==> src/rtl/nn_argmax_unit.sv <==
// rtl/nn_argmax_unit.sv - sequential argmax/runner-up/margin scan over ten class scores with HEX/LEDR drive
module nn_argmax_unit #(
  parameter int N_CLASSES = 10,
  parameter int W         = 16
) (
  input  logic         Clk,
  input  logic         Reset,
  input  logic         start,
  input  logic [W-1:0] Probability [N_CLASSES-1:0],
  output logic         busy,
  output logic         done,
  output logic         valid,
  output logic [3:0]   digit,
  output logic [3:0]   runner_up,
  output logic [W-1:0] max_score,
  output logic [W-1:0] margin,
  output logic [7:0]   HEX,
  output logic [9:0]   LEDR
);

  typedef enum logic [1:0] {IDLE, SCAN, FINISH} state_t;

  state_t              state_q, state_d;
  logic [3:0]          idx_q, idx_d;
  logic [W-1:0]        snap_q [N_CLASSES-1:0];
  logic [3:0]          best_idx_q, best_idx_d, sec_idx_q, sec_idx_d;
  logic signed [W-1:0] best_val_q, best_val_d, sec_val_q, sec_val_d;
  logic signed [W-1:0] cur_val;
  logic signed [W:0]   diff;
  logic [W-1:0]        margin_sat;
  logic                accept;

  logic         busy_q, done_q, valid_q;
  logic [3:0]   digit_q, runner_q;
  logic [W-1:0] max_q, margin_q;
  logic [7:0]   hex_q;
  logic [9:0]   ledr_q;

  // Active-low seven-segment pattern, DP kept dark
  function automatic logic [7:0] hex_code(input logic [3:0] d);
    case (d)
      4'd0:    return 8'hC0;
      4'd1:    return 8'hF9;
      4'd2:    return 8'hA4;
      4'd3:    return 8'hB0;
      4'd4:    return 8'h99;
      4'd5:    return 8'h92;
      4'd6:    return 8'h82;
      4'd7:    return 8'hF8;
      4'd8:    return 8'h80;
      4'd9:    return 8'h90;
      default: return 8'hFF;
    endcase
  endfunction

  assign accept  = (state_q == IDLE) && start;
  assign cur_val = $signed(snap_q[idx_q]);

  // Next state, scan index and best/second tracking; ties keep the lower index
  always_comb begin
    state_d    = state_q;
    idx_d      = idx_q;
    best_idx_d = best_idx_q;
    best_val_d = best_val_q;
    sec_idx_d  = sec_idx_q;
    sec_val_d  = sec_val_q;
    case (state_q)
      IDLE: begin
        if (start) begin
          state_d = SCAN;
          idx_d   = 4'd0;
        end
      end
      SCAN: begin
        if (idx_q == 4'd0) begin
          best_idx_d = 4'd0;
          best_val_d = cur_val;
          sec_idx_d  = 4'd0;
          sec_val_d  = cur_val;
        end else if (idx_q == 4'd1) begin
          if (cur_val > best_val_q) begin
            best_idx_d = idx_q;
            best_val_d = cur_val;
            sec_idx_d  = best_idx_q;
            sec_val_d  = best_val_q;
          end else begin
            sec_idx_d = idx_q;
            sec_val_d = cur_val;
          end
        end else if (cur_val > best_val_q) begin
          best_idx_d = idx_q;
          best_val_d = cur_val;
          sec_idx_d  = best_idx_q;
          sec_val_d  = best_val_q;
        end else if (cur_val > sec_val_q) begin
          sec_idx_d = idx_q;
          sec_val_d = cur_val;
        end
        if (idx_q == 4'(N_CLASSES - 1)) begin
          state_d = FINISH;
        end else begin
          idx_d = idx_q + 4'd1;
        end
      end
      FINISH: state_d = IDLE;
      default: state_d = IDLE;
    endcase
  end

  // Best minus second in one extra bit, clamped to the unsigned output range
  always_comb begin
    diff = {best_val_q[W-1], best_val_q} - {sec_val_q[W-1], sec_val_q};
    if (diff > $signed({1'b0, {W{1'b1}}})) begin
      margin_sat = {W{1'b1}};
    end else begin
      margin_sat = diff[W-1:0];
    end
  end

  // FSM and scan-tracking registers
  always_ff @(posedge Clk or posedge Reset) begin
    if (Reset) begin
      state_q    <= IDLE;
      idx_q      <= 4'd0;
      best_idx_q <= 4'd0;
      best_val_q <= '0;
      sec_idx_q  <= 4'd0;
      sec_val_q  <= '0;
    end else begin
      state_q    <= state_d;
      idx_q      <= idx_d;
      best_idx_q <= best_idx_d;
      best_val_q <= best_val_d;
      sec_idx_q  <= sec_idx_d;
      sec_val_q  <= sec_val_d;
    end
  end

  // Score snapshot taken on the accepted start so later input changes are ignored
  always_ff @(posedge Clk or posedge Reset) begin
    if (Reset) begin
      for (int i = 0; i < N_CLASSES; i++) snap_q[i] <= '0;
    end else if (accept) begin
      for (int i = 0; i < N_CLASSES; i++) snap_q[i] <= Probability[i];
    end
  end

  // Registered status and result outputs; results only change in FINISH
  always_ff @(posedge Clk or posedge Reset) begin
    if (Reset) begin
      busy_q   <= 1'b0;
      done_q   <= 1'b0;
      valid_q  <= 1'b0;
      digit_q  <= 4'd0;
      runner_q <= 4'd0;
      max_q    <= '0;
      margin_q <= '0;
      hex_q    <= 8'hFF;
      ledr_q   <= 10'd0;
    end else begin
      busy_q <= accept || (state_q == SCAN) || (state_q == FINISH);
      done_q <= (state_q == FINISH);
      if (state_q == FINISH) begin
        valid_q  <= 1'b1;
        digit_q  <= best_idx_q;
        runner_q <= sec_idx_q;
        max_q    <= best_val_q;
        margin_q <= margin_sat;
        hex_q    <= hex_code(best_idx_q);
        ledr_q   <= 10'd1 << best_idx_q;
      end
    end
  end

  assign busy      = busy_q;
  assign done      = done_q;
  assign valid     = valid_q;
  assign digit     = digit_q;
  assign runner_up = runner_q;
  assign max_score = max_q;
  assign margin    = margin_q;
  assign HEX       = hex_q;
  assign LEDR      = ledr_q;

endmodule

==> config.mk <==
export PLATFORM = sky130hd
export DESIGN_NAME = nn_argmax_unit
export DESIGN_NICKNAME = d
export VERILOG_FILES = /design/src/rtl/nn_argmax_unit.sv
export SDC_FILE = /design/constraint.sdc
export NUM_CORES = 1
export LEC_CHECK = 0
export ABC_AREA = 1
export BUFFER_PORTS_ARGS = -buffer_cell sky130_fd_sc_hd__buf_4
export CORE_MARGIN = 3
export CORE_UTILIZATION = 43
export DETAILED_ROUTE_END_ITERATION = 12
export PLACE_DENSITY = 0.72
export SLEW_MARGIN = 15
export SYNTH_ARGS = -nofsm -noshare
export SYNTH_HDL_FRONTEND = slang
export SYNTH_SLANG_ARGS = --single-unit
==> constraint.sdc <==
create_clock -name Clk -period 15.2 [get_ports Clk]
set_input_delay 0.76 -clock Clk [delete_from_list [all_inputs] [get_ports Clk]]
set_output_delay 0.76 -clock Clk [all_outputs]
set_load 0.05 [all_outputs]
==> reports/qor.yml <==
global_routing:
  grt_pass1_vias: 11200
  antenna_found_initial: 0
  grt.overflow.total: 0
  grt_first_pass_wirelength_mm: 59.2
  track_usage_pct: 21.8
  grt_max_degree: 105
drt:
  wl_per_cell_um: 16.2
  dr.pass1.iters: 5
  routed_wl_mm: 37.4
  vias: 11700
  vias_per_cell: 5.06
  antenna_left: 0
  drt-initial-drc-count: 1096
  drc: 0
floorplan:
  num_rows: 64
  coreArea_um2: 30700
  io_pins: 224
  fp.dieH_um: 183
  die_w_um: 183
  dieArea_um2: 33400
  initial_core_util_pct: 43.8
clocking:
  clk_path_buf_depth: 3
  cts_repair_resize_count: 0
  path_clk_slew_ps: 60
  cts_buffers: 29
  insertion_delay_ps: 570
  cts_tree: "built"
  cts_root_buffer: "clkbuf_16"
  cts_hold_buf: 0
  h-tree-depth: 1
  cts.sinks: 266
  post_cts_buffers: 0
place:
  gp_congestion: 0.895
  hpwlAfterDp_mm: 26.9
  port_buffers: 222
  dp.cells: 2260
  placed_area_um2: 15300
synth:
  synth.distinct_cells: 42
  ys.flop_type: "dfrtp_1"
  synth.area.top_cells: "dfrtp_1 (48%), nand2_1 (21%), o21ai_0 (6.0%)"
  seq_area_frac_synth_pct: 49.6
  netlist_area_um2: 13400
  synth_area_per_cell_um2: 7.79
  syn_nets: 1945
  syn_inst: 1725
  synth_most_common_cell: "nand2_1"
  synth-async-reset-ratio_pct: 100
  ys_ff_latch: 266
  synth-edff-count: 0
  ys.warnings.count: 0
  synth_common_cells: "nand2_1 (749), dfrtp_1 (259), o21ai_0 (162), inv_1 (121), nor2_1 (73)"
  yosys.area.top_type: "dfrtp_1"
  synth_top_cell_area_share_pct: 48.2
pwr:
  powerDensity_nw_per_um2: 277
  irDropWorstVdd_uv: 160
  p_leak_nw: 8.69
worst_setup_path:
  r2r-start: "idx_q[1]"
  path_common_cell: "nand2_1"
  cp-end-kind: "register"
  critPathMaxFanout: 55
  cp_slowest_cell: "dfrtp_2"
  worstPathCellList: "inv_1, o21ai_0, o22ai_1, nand2_1, and3_1, inv_1, ha_1, a21oi_1, nand2_1, a21oi_1, nand2_1, nand2_2, nand4_1, o21ai_0, nand2_1, nand2_1"
  required_ps: 15700
  cp.arrival_ps: 5740
  startpoint_type: "register"
  slowest_delay_ps: 1010
  regToRegSetupSlack_ps: 9960
  worst_r2r_endpoint: "sec_idx_q[2]"
  worstSetupPathType: "reg -> reg"
  rr_worst_depth: 16
final_layout:
  nets: 2115
  diodes: 0
  drive_above_1_share_pct: 17.1
  final_area_um2: 16400
  area_growth_syn_to_layout_pct: 22.2
  instances_no_fill: 2314
  fillers: 2878
timing:
  worst_slew_pin_slew_ps: 1060
  setup_violations: 0
  rsz0062_at_grt: "false"
  clock_skew_ps: 20.4
  fmax_ghz: 0.191
  final.setup.tns_ps: 0
  hold_viol_final: 0
  min_period_ps: 5240
  slew_violations: 0
  relSlewSlack_pct: 28.9
  period_share_pct: 34.5
status:
  status: "completed"
min_path:
  min_path_type: "in -> async"
flow_run:
  drv_cap: 0
[sequential cells by signal, summed over array words and instances, names as in the netlist, 7 cells and up]
name	cells
margin	16
HEX	7
max_score	16
snap_q	160
best_val_q	16
LEDR	10
sec_val_q	16
[kinds of logic after synthesis]
logic type | Yosys count | synth area share [%]
compound gates | 268 | 10.8
xor+xnor | 11 | 0.717
fa+ha+maj | 57 | 5.36
buf+inv | 211 | 6.28
flops | 266 | 49.6
other cells | 1 | 0.0279
simple gates | 911 | 27.2
[cell type report]
| type | instances | area [um^2] | share of cell area [%] |
|---|---|---|---|
| multi-input combinational | 1248 | 5940 | 36.1 |
| clock buffer | 32 | 747 | 4.55 |
| inverter | 123 | 474 | 2.89 |
| tap | 396 | 495 | 3.02 |
| timing repair buffer | 227 | 1710 | 10.4 |
| clock inverter | 22 | 387 | 2.35 |
| sequential | 266 | 6670 | 40.6 |
[per-stage QoR]
step / worst slack (ps) / total power [mW] / utilization, % / hold WS (ps)
3_5_place_dp: 10060 / 3.71 / 49.8 / 460
5_1_grt: 9440 / 4.96 / 53.5 / 337
3_3_place_gp: 10070 / 3.67 / 49.8 / 454
4_1_cts: 10010 / 4.57 / 53.5 / 320
6_report: 9960 / 4.55 / 53.5 / 285
2_1_floorplan: 7130 / 3.10 / - / 442
[per-layer routing]
| metal | global-route usage, % | vias up | wire [um] |
|---|---|---|---|
| li1 | - | 5813 | - |
| met1 | 32.5 | 5445 | 17100 |
| met2 | 33.7 | 412 | 16900 |
| met3 | 3.11 | 44 | 2510 |
| met4 | 5.73 | 0 | 919 |
| met5 | 0 | - | 0 |
[cell usage in the layout, fill, tap and decap left out, types with 10 or more instances in the layout]
master,Yosys,layout
a21oi_1,49,49
bufinv_16,0,10
nand2_1,749,747
inv_1,121,119
o21ai_0,162,162
and3_1,15,15
clkbuf_16,0,29
nand3_1,28,28
nor2_1,73,73
nand4_1,19,19
ha_1,56,56
o22ai_1,21,21
dfrtp_1,259,257
buf_4,4,225
nand2_2,13,14
o21ai_2,10,10
[power by group]
group          internal [mW]  leakage (nW)  switching [mW]
sequential              1.04          3.30           0.259
clock                  0.527         0.550           0.303
combinational          0.798          4.84            1.62
total                   2.37          8.69            2.19
[worst max path at each step]
stage / startpoint / endpoint / slack [ps] / depth (start not counted)
6_report: idx_q[1] / sec_idx_q[2] / 9960 / 16
3_5_place_dp: idx_q[1] / sec_idx_q[1] / 10060 / 16
3_3_place_gp: idx_q[1] / sec_idx_q[2] / 10070 / 16
5_1_grt: idx_q[0] / sec_idx_q[2] / 9440 / 16
4_1_cts: idx_q[1] / sec_idx_q[1] / 10010 / 16
2_1_floorplan: Reset / LEDR[0] / 7130 / 1
[critical path: cells and delay by family (launching register included)]
kind | cells | cell delay [ps]
buffers and inverters | 2 | 860
adder cells (fa/ha/maj) | 1 | 320
flip-flops | 1 | 1010
AND/OR/NAND/NOR | 8 | 1670
AO/OA/AOI/OAI | 5 | 1270
Note: power is estimated with default switching activity, not from simulation.
